## config.mk

```make
export PLATFORM = sky130hd
export DESIGN_NAME = pipe_stage_skid
export DESIGN_NICKNAME = d
export VERILOG_FILES = /design/src/rtl/pipe_pkg.sv /design/src/rtl/pipe_slot.sv /design/src/rtl/pipe_stage_skid.sv
export SDC_FILE = /design/constraint.sdc
export NUM_CORES = 1
export LEC_CHECK = 0
export ABC_CLOCK_PERIOD_IN_PS = 4100
export CAP_MARGIN = 20
export CORE_UTILIZATION = 50
export DETAILED_ROUTE_END_ITERATION = 7
export HOLD_SLACK_MARGIN = 0.12
export PLACE_DENSITY = 0.78
export SLEW_MARGIN = 20
export SYNTH_ARGS = -nofsm -noshare
export SYNTH_HDL_FRONTEND = slang
export SYNTH_SLANG_ARGS = --single-unit
export TNS_END_PERCENT = 5
```

## constraint.sdc

```tcl
create_clock -name CLK -period 4.1 [get_ports CLK]
set_input_delay 0.41 -clock CLK [delete_from_list [all_inputs] [get_ports CLK]]
set_output_delay 0.41 -clock CLK [all_outputs]
set_load 0.02 [all_outputs]
```

## src/rtl/pipe_pkg.sv

```systemverilog
// Shared definitions for the two-entry skid pipeline stage.
// Holds the occupancy encoding, default widths and control-bit field offsets.
// Also provides the saturating increment used by the stall counter.
package pipe_pkg;

  // Occupancy encoding; the numeric value is exported directly as occupancy.
  typedef enum logic [1:0] {
    ST_EMPTY = 2'd0,
    ST_ONE   = 2'd1,
    ST_FULL  = 2'd2
  } state_e;

  // Default widths.
  localparam int CTRL_W_DEF  = 10;
  localparam int DATA_W_DEF  = 16;
  localparam int REGID_W_DEF = 3;

  // Bit offsets of the control fields inside the ctrl bundle.
  // Bits above CTRL_ZERO are spare and are carried through untouched.
  localparam int CTRL_WSPEC    = 0;
  localparam int CTRL_MEM2REG  = 1;
  localparam int CTRL_REGWRITE = 2;
  localparam int CTRL_MEMREAD  = 3;
  localparam int CTRL_MEMWRITE = 4;
  localparam int CTRL_BRANCH   = 5;
  localparam int CTRL_ZERO     = 6;

  // Stall counter width and ceiling.
  localparam int          STALL_W   = 16;
  localparam logic [15:0] STALL_MAX = 16'hFFFF;

  // Increment that sticks at the ceiling instead of wrapping.
  function automatic logic [15:0] sat_inc(input logic [15:0] v);
    return (v == STALL_MAX) ? v : v + 16'd1;
  endfunction

endpackage

```

## src/rtl/pipe_slot.sv

```systemverilog
// Payload register with load enable and synchronous clear.
// Latency: 1 cycle from ld_i to q_o.
// No flow control of its own; the owner decides when to load.
module pipe_slot #(
  parameter int W = 8
) (
  input  logic         clk_i,
  input  logic         clr_i,
  input  logic         ld_i,
  input  logic [W-1:0] d_i,
  output logic [W-1:0] q_o
);

  logic [W-1:0] q_q;

  // Clear has priority over load; otherwise hold.
  always_ff @(posedge clk_i) begin
    if (clr_i) begin
      q_q <= '0;
    end else if (ld_i) begin
      q_q <= d_i;
    end
  end

  assign q_o = q_q;

endmodule

```

## src/rtl/pipe_stage_skid.sv

```systemverilog
// Two-entry pipeline register (MAIN + SKID) between pipeline stages, with flush.
// Latency: 1 cycle from accept to out_valid; sustains one instruction per cycle.
// in_ready is a registered (state != FULL); no combinational path from out_ready.
module pipe_stage_skid
  import pipe_pkg::*;
#(
  parameter int CTRL_W  = CTRL_W_DEF,
  parameter int DATA_W  = DATA_W_DEF,
  parameter int REGID_W = REGID_W_DEF
) (
  input  logic               CLK,
  input  logic               RST,
  input  logic               in_valid,
  output logic               in_ready,
  input  logic [CTRL_W-1:0]  in_ctrl,
  input  logic [DATA_W-1:0]  in_pc,
  input  logic [DATA_W-1:0]  in_alu,
  input  logic [DATA_W-1:0]  in_wdata,
  input  logic [REGID_W-1:0] in_regid,
  input  logic               flush,
  output logic               out_valid,
  input  logic               out_ready,
  output logic [CTRL_W-1:0]  out_ctrl,
  output logic [DATA_W-1:0]  out_pc,
  output logic [DATA_W-1:0]  out_alu,
  output logic [DATA_W-1:0]  out_wdata,
  output logic [REGID_W-1:0] out_regid,
  output logic [1:0]         occupancy,
  output logic [15:0]        stall_cycles
);

  localparam int PAY_W = CTRL_W + 3 * DATA_W + REGID_W;

  state_e              state_q, state_d;
  logic                in_rdy_q;
  logic [STALL_W-1:0]  stall_q, stall_d;

  logic                in_fire, out_fire;
  logic                main_ld, skid_ld, main_from_skid;
  logic [PAY_W-1:0]    pay_in, main_d, main_q, skid_q;

  assign pay_in   = {in_ctrl, in_pc, in_alu, in_wdata, in_regid};
  assign in_fire  = in_valid & in_rdy_q;
  assign out_fire = out_valid & out_ready;

  // State register, registered in_ready and saturating stall counter.
  always_ff @(posedge CLK) begin
    if (RST) begin
      state_q  <= ST_EMPTY;
      in_rdy_q <= 1'b1;
      stall_q  <= '0;
    end else begin
      state_q  <= state_d;
      in_rdy_q <= (state_d != ST_FULL);
      stall_q  <= stall_d;
    end
  end

  // Next occupancy; flush squashes everything, including this cycle's input.
  always_comb begin
    state_d = state_q;
    if (flush) begin
      state_d = ST_EMPTY;
    end else begin
      case (state_q)
        ST_EMPTY: if (in_fire) state_d = ST_ONE;
        ST_ONE: begin
          if (in_fire && !out_fire)      state_d = ST_FULL;
          else if (!in_fire && out_fire) state_d = ST_EMPTY;
        end
        ST_FULL:  if (out_fire) state_d = ST_ONE;
        default:  state_d = ST_EMPTY;
      endcase
    end
  end

  // Slot load strobes and the MAIN input select.
  always_comb begin
    main_ld        = 1'b0;
    skid_ld        = 1'b0;
    main_from_skid = 1'b0;
    if (!flush) begin
      case (state_q)
        ST_EMPTY: main_ld = in_fire;
        ST_ONE: begin
          main_ld = in_fire & out_fire;
          skid_ld = in_fire & ~out_fire;
        end
        ST_FULL: begin
          main_ld        = out_fire;
          main_from_skid = 1'b1;
        end
        default: ;
      endcase
    end
  end

  // Stall counter counts every offered-but-refused cycle, flush or not.
  always_comb begin
    stall_d = stall_q;
    if (in_valid && !in_rdy_q) begin
      stall_d = sat_inc(stall_q);
    end
  end

  assign main_d = main_from_skid ? skid_q : pay_in;

  pipe_slot #(.W(PAY_W)) u_main (
    .clk_i (CLK),
    .clr_i (RST),
    .ld_i  (main_ld),
    .d_i   (main_d),
    .q_o   (main_q)
  );

  pipe_slot #(.W(PAY_W)) u_skid (
    .clk_i (CLK),
    .clr_i (RST),
    .ld_i  (skid_ld),
    .d_i   (pay_in),
    .q_o   (skid_q)
  );

  // Outputs; ctrl is forced to zero on bubbles so downstream sees a NOP.
  always_comb begin
    in_ready     = in_rdy_q;
    out_valid    = (state_q != ST_EMPTY);
    occupancy    = state_q;
    stall_cycles = stall_q;
    {out_ctrl, out_pc, out_alu, out_wdata, out_regid} = main_q;
    if (!out_valid) begin
      out_ctrl = '0;
    end
  end

endmodule

```

==> impl_metrics.json, run 1 <==
{
  "ctsHoldBuffers": 0,
  "wl_per_cell_um": 15.90,
  "grt_pass1_wl_um": 26650,
  "coreArea_um2": 13240,
  "hold_path_end": "u_skid.q_o[26]",
  "grt_usage_pct": 23.60,
  "rsz0062_at_grt": "no",
  "path_delay_family": "simple AND/OR/NAND/NOR gates",
  "crit_slowest_cell": "nor2_1",
  "wl_met3_um": 933,
  "final-instance-count-excl-fill": 1036,
  "grt_max_degree": 134,
  "fillers": 1096,
  "overflow": 0,
  "setup_tns_ps": 0,
  "cts_setup_buffers": 0,
  "pwr-share-seq_pct": 44.0,
  "portBuffers": 146,
  "timing.final.crit_period_ps": 2588,
  "worstSetupPathType": "reg2out",
  "routed_wl_um": 16470,
  "antenna_found_initial": 0,
  "yosysSeqAreaShare_pct": 41.42,
  "cp.required_ps": 3690,
  "grt_pass1_vias": 5604,
  "cts_tree": "yes",
  "slew_headroom_pct": 36.38,
  "crit_path_cell_trace": "nor2_1 -> nor2b_1 -> clkdlybuf4s50_1",
  "yosys_register_bits": 141,
  "die_h_um": 118.7,
  "place_inst": 1003,
  "total_power_mw": 3.241,
  "synth_edf_count": 0,
  "synth_cells": 796,
  "post-place-ws_ps": 1269,
  "r2r_cells": 5,
  "std_cell_rows": 42,
  "p_sw_mw": 0.7621,
  "hpwl_um": 10180,
  "arrival_ps": 2180,
  "syn_to_final_growth_pct": 24.53,
  "syn_avg_cell_area_um2": 8.560,
  "post-route-period-util_pct": 63.11,
  "synthDistinctLibCells": 45,
  "placed_area_um2": 7879,
  "route.met2.wl_um": 8137,
  "drive_gt1_share_pct": 6.744,
  "syn_area_um2": 6814,
  "die_area_um2": 14100,
  "cts_max_level": 4,
  "ys.flop_type": "dfxtp_1",
  "top_layer_used": "met4",
  "synth_fp_nets": 863,
  "swShare_pct": 23.51,
  "drc": 0,
  "via_per_inst": 5.696,
  "ios": 147,
  "worst_slack_ps": 1512,
  "rrSetupSlack_ps": 1790,
  "min_from": "u_skid.q_o[26]",
  "power_frac_comb_pct": 10.1,
  "clk_latency_ps": 420,
  "async_flop_share_pct": 0,
  "path_clk_slew_ps": 60,
  "cts.sinks": 141,
  "path_max_fanout": 11,
  "vias": 5901,
  "worstMarginPinSlew_ps": 954.3,
  "cap_violations": 0,
  "r2r-end": "stall_cycles[5]",
  "setup_violations": 0,
  "hp-class": "reg2reg",
  "met1_length_um": 7000,
  "yosys_warnings": 0,
  "startpoint_type": "flip-flop",
  "drt_iter0_markers": 418,
  "slew_viol_final": 0,
  "power.leakage_nw": 2.697,
  "diodes": 0,
  "cp-end-kind": "output port",
  "cts_buffer_depth": 2,
  "cts-root-buf": "clkbuf_16",
  "nets": 914,
  "ant_nets": 0,
  "p_clk_share_pct": 45.9,
  "slowest_delay_ps": 640,
  "drt_pass1_iterations": 5,
  "cts_made_buffers": 17,
  "final-hold-violation-count": 0,
  "critical_path_buf_inv_count": 1,
  "cts_resized": 0,
  "whs_path_depth": 2,
  "powerDensity_nw_per_um2": 382.0,
  "peakVddDrop_v": 0.0002380,
  "run_status": "completed",
  "max_freq_mhz": 386.5,
  "finClkSkew_ps": 5.242,
  "place_congestion": 0.8049,
  "die_w_um": 118.7,
  "initial_core_util_pct": 51.46,
  "fin_area_um2": 8486,
  "r2r-start": "stall_cycles[0]",
  "internal-power_mw": 2.479
}
[worst max-delay path by stage]
stage	start	slack (ps)	depth (start not counted)	endpoint
finish	occupancy[1]	1510	3	out_ctrl[5]
global route	occupancy[1]	1400	3	out_ctrl[5]
CTS	occupancy[1]	1510	3	out_ctrl[3]
detailed placement	out_ready	1270	5	u_skid.q_o[13]
global placement	out_ready	1340	5	u_skid.q_o[1]
floorplan	stall_cycles[0]	2230	6	stall_cycles[0]
[synthesized netlist by cell type, types with 2 or more instances]
cell,instances,share of area (%)
dfxtp_1,141,41
nand2_1,127,7.0
nor2b_1,74,6.8
a21oi_1,73,5.4
o21ai_0,67,4.9
mux2i_1,61,9.0
o41ai_1,61,7.8
clkbuf_1,59,3.3
buf_4,57,6.3
nand4_1,7,0.64
or4_1,6,0.66
o31ai_1,5,0.55
a211oi_1,4,0.44
nand3_1,4,0.29
nor2_1,4,0.22
or3_1,4,0.37
buf_2,3,0.22
inv_1,3,0.17
nand2b_1,3,0.28
nor3_1,3,0.22
nor4_1,3,0.28
clkbuf_8,2,0.40
nand3b_1,2,0.22
nor4_2,2,0.37
[state kept, by name, summed over array words and instances, names as in the netlist]
register	flops
u_main.q_o	61
occupancy	2
in_ready	1
u_skid.q_o	61
stall_cycles	16
[final cells by class]
cell class / count / area [um^2] / share of cell area, %
flip-flops and latches: 141 / 2823 / 33.26
inverters: 3 / 11.26 / 0.1327
multi-input cells: 528 / 3287 / 38.73
well taps: 176 / 220.2 / 2.595
clock inverters: 12 / 120.1 / 1.416
repair buffers: 156 / 1568 / 18.48
clock buffers: 20 / 456.7 / 5.382
[metrics by stage]
step                hold slack, ps  util, %
CTS                          454.7    63.85
detailed placement           447.0    59.50
global placement             440.3    59.50
global route                 464.2    64.08
floorplan                    436.0        -
finish                       455.8    64.08
[worst reg2reg max path, stage by stage, from the launching register on]
cell and delay, ps:
dfxtp_1 440, ha_1 290, nand4_2 240, nor4_2 820, nor4_1 120, mux2_2 300
[placed cells by master (no fill, tap or decap), drive strengths merged, types with 2 or more instances in the layout]
master,Yosys,layout
clkdlybuf4s50,0,144
dfxtp,141,141
nand2,127,127
nor2b,74,74
a21oi,73,73
o21ai,67,67
mux2i,61,61
o41ai,61,61
clkbuf,62,20
buf,62,12
nand4,8,8
clkinv,0,6
or4,6,6
o31ai,5,5
nand3,5,5
or3,5,5
nor4,5,5
nor2,4,4
a211oi,4,4
clkinvlp,0,4
nor3,4,4
inv,3,3
nand2b,3,3
nand3b,2,2
o31a,2,2
bufinv,0,2
and4,2,2
[logic make-up after synthesis]
family                   count (synthesis)  share of synthesized area [%]
AO/OA/AOI/OAI                          216                          19.89
XOR/XNOR                                 1                         0.1286
adder cells (fa/ha/maj)                  1                         0.1836
buffers and inverters                  127                          10.61
flip-flops                             141                          41.42
multiplexers                            62                          9.126
AND/OR/NAND/NOR                        248                          18.64
[layer usage]
metal	track usage, %	vias up
met5	0	-
met4	11.08	0
met3	6.129	35
met2	40.17	196
met1	27.57	2791
li1	-	2879
[power groups by stage]
stage | sequential, mW | combinational (mW) | clock, mW
after global routing | 1.43 | 0.349 | 1.57
after floorplan | 1.45 | 0.204 | 0
after CTS | 1.43 | 0.322 | 1.51
after global placement | 1.45 | 0.312 | 0
after detailed placement | 1.46 | 0.320 | 0
final | 1.43 | 0.327 | 1.49
No activity file was read; power rests on OpenSTA's default activity.
==> run 2: changes to the inputs <==
--- a/config.mk
+++ b/config.mk
@@ -5,7 +5,7 @@
 export SDC_FILE = /design/constraint.sdc
 export NUM_CORES = 1
 export LEC_CHECK = 0
-export ABC_CLOCK_PERIOD_IN_PS = 4100
+export ABC_CLOCK_PERIOD_IN_PS = 2400
 export CAP_MARGIN = 20
 export CORE_UTILIZATION = 50
 export DETAILED_ROUTE_END_ITERATION = 7
==> constraint.sdc (replaced) <==
create_clock -name CLK -period 2.4 [get_ports CLK]
set_input_delay 0.24 -clock CLK [delete_from_list [all_inputs] [get_ports CLK]]
set_output_delay 0.24 -clock CLK [all_outputs]
set_load 0.02 [all_outputs]
==> run 2 against run 1 <==
Net effect:
- flip-flop and latch count is the same
- routed wire length shrank 1.5%
- worst hold slack lost 220 ps
- sequential share of layout area grew 0.074 points
- clock power grew 56%
- clock skew shrank 1.4 ps
- sequential power grew 71%
- total power grew 64%
- register-to-register slack lost 1300 ps
- first-iteration DRC count grew 7.4%
- largest power group is now registers
- highest routed layer unchanged
==> impl_metrics.json, run 2 (same netlist as run 1, synthesis figures left out) <==
{
  "run_status": "completed",
  "layout_commonest_cell": "clkdlybuf4s50_1",
  "drive_gt1_share_pct": 6.373,
  "rsz0062_at_grt": "no",
  "critical_path_buf_inv_count": 1,
  "nets": 919,
  "internal-power_mw": 4.085,
  "timing.final.crit_period_ps": 2217,
  "via_per_inst": 5.691,
  "final_cell_mix": "144 x clkdlybuf4s50_1, 141 x dfxtp_1, 127 x nand2_1",
  "slew_viol_final": 0,
  "drc": 0,
  "cts_made_buffers": 17,
  "cp.required_ps": 2160,
  "setup_violations": 0,
  "path_max_fanout": 11,
  "cp-end-kind": "output port",
  "vias": 5913,
  "grt_usage_pct": 23.64,
  "drt_iter0_markers": 449,
  "grt_pass1_wl_um": 26900,
  "hp-class": "in2reg",
  "cts-root-buf": "clkbuf_16",
  "post-route-period-util_pct": 92.38,
  "diodes": 0,
  "placed_area_um2": 7949,
  "max_freq_mhz": 451.0,
  "place_inst": 1009,
  "total_power_mw": 5.328,
  "cts_tree": "yes",
  "initial_core_util_pct": 51.46,
  "coreArea_um2": 13240,
  "std_cell_rows": 42,
  "drt_pass1_iterations": 4,
  "setup_tns_ps": 0,
  "path_clk_slew_ps": 50,
  "cts_buffer_depth": 2,
  "fin_area_um2": 8467,
  "slew_headroom_pct": 45.94,
  "clk_latency_ps": 420,
  "whs_ps": 233.5,
  "grt_pass1_vias": 5552,
  "pwr-share-seq_pct": 45.7,
  "peakVddDrop_v": 0.0004166,
  "cts_setup_buffers": 0,
  "routed_wl_um": 16220,
  "slowest_delay_ps": 570,
  "crit_slowest_cell": "clkdlybuf4s50_1",
  "power_frac_comb_pct": 10.5,
  "post-place-ws_ps": 193.0,
  "crit_cells": 3,
  "cts_max_level": 4,
  "arrival_ps": 1980,
  "power.leakage_nw": 2.694,
  "portBuffers": 146,
  "swShare_pct": 23.34,
  "p_clk_share_pct": 43.8,
  "worst_slack_ps": 182.8,
  "p_sw_mw": 1.243,
  "overflow": 0,
  "startpoint_type": "flip-flop",
  "cap_violations": 0,
  "die_w_um": 118.7,
  "antenna_found_initial": 0,
  "die_area_um2": 14100,
  "final-instance-count-excl-fill": 1039,
  "crit_path_cell_trace": "nor2_2 -> nor2b_1 -> clkdlybuf4s50_1",
  "powerDensity_nw_per_um2": 629.3,
  "final_util_pct": 63.94,
  "hpwl_um": 10480,
  "die_h_um": 118.7,
  "r2r_cells": 6,
  "worstSetupPathType": "reg2out",
  "finClkSkew_ps": 3.820,
  "ios": 147,
  "ant_nets": 0,
  "syn_to_final_growth_pct": 24.26,
  "path_delay_family": "simple AND/OR/NAND/NOR gates",
  "final-hold-violation-count": 0,
  "wl_per_cell_um": 15.61,
  "place_congestion": 0.7784,
  "grt_max_degree": 89,
  "cts.sinks": 141,
  "worstMarginPinSlew_ps": 810.9,
  "whs_path_depth": 2
}
==> run 2: changes by cell type in the layout (fill, tap and decap cells not counted), moves of 2 or more <==
cell and delta:
buf_4 +4, buf_12 +2, bufinv_16 -2, clkbuf_1 +7, clkbuf_8 +2, clkinvlp_4 -4, clkinv_2 -5
==> run 2: final cells by class <==
cell class / count / area, um^2
fill: 1112 / 4776
multi-input combinational: 528 / 3287
sequential: 141 / 2823
timing repair buffer: 161 / 1610
clock buffer: 29 / 510.5
tap: 176 / 220.2
inverter: 3 / 11.26
clock inverter: 1 / 5.005
==> run 2: timing repair <==
action | in CTS | in global routing
hold buffers | 0 | 0
resized for setup | 1 | 0
setup endpoints to repair | 11 | 0
==> run 2: path summary, 6_finish.rpt <==
check                                      from               to  slack [ps]
worst max-delay path               occupancy[1]      out_ctrl[5]         180
worst min-delay path                        RST   u_skid.q_o[48]         230
worst max register to register  stall_cycles[0]  stall_cycles[5]         470
worst min register to register   u_skid.q_o[39]   u_skid.q_o[39]         450
==> run 2: metal layers <==
metal	GRT usage (%)	part of all wire [%]	up-vias
li1	-	-	2887
met1	28.85	43	2821
met2	39.58	49	172
met3	5.309	4.8	33
met4	10.68	2.6	0
met5	0	0	-
==> run 2: power by group through the flow <==
stage               Clock (mW)  Combinational, mW  Sequential [mW]
floorplan                    0              0.349             2.47
global placement             0              0.541             2.48
detailed placement           0              0.555             2.48
CTS                       2.37              0.559             2.44
global route              2.48              0.598             2.44
finish                    2.33              0.559             2.44
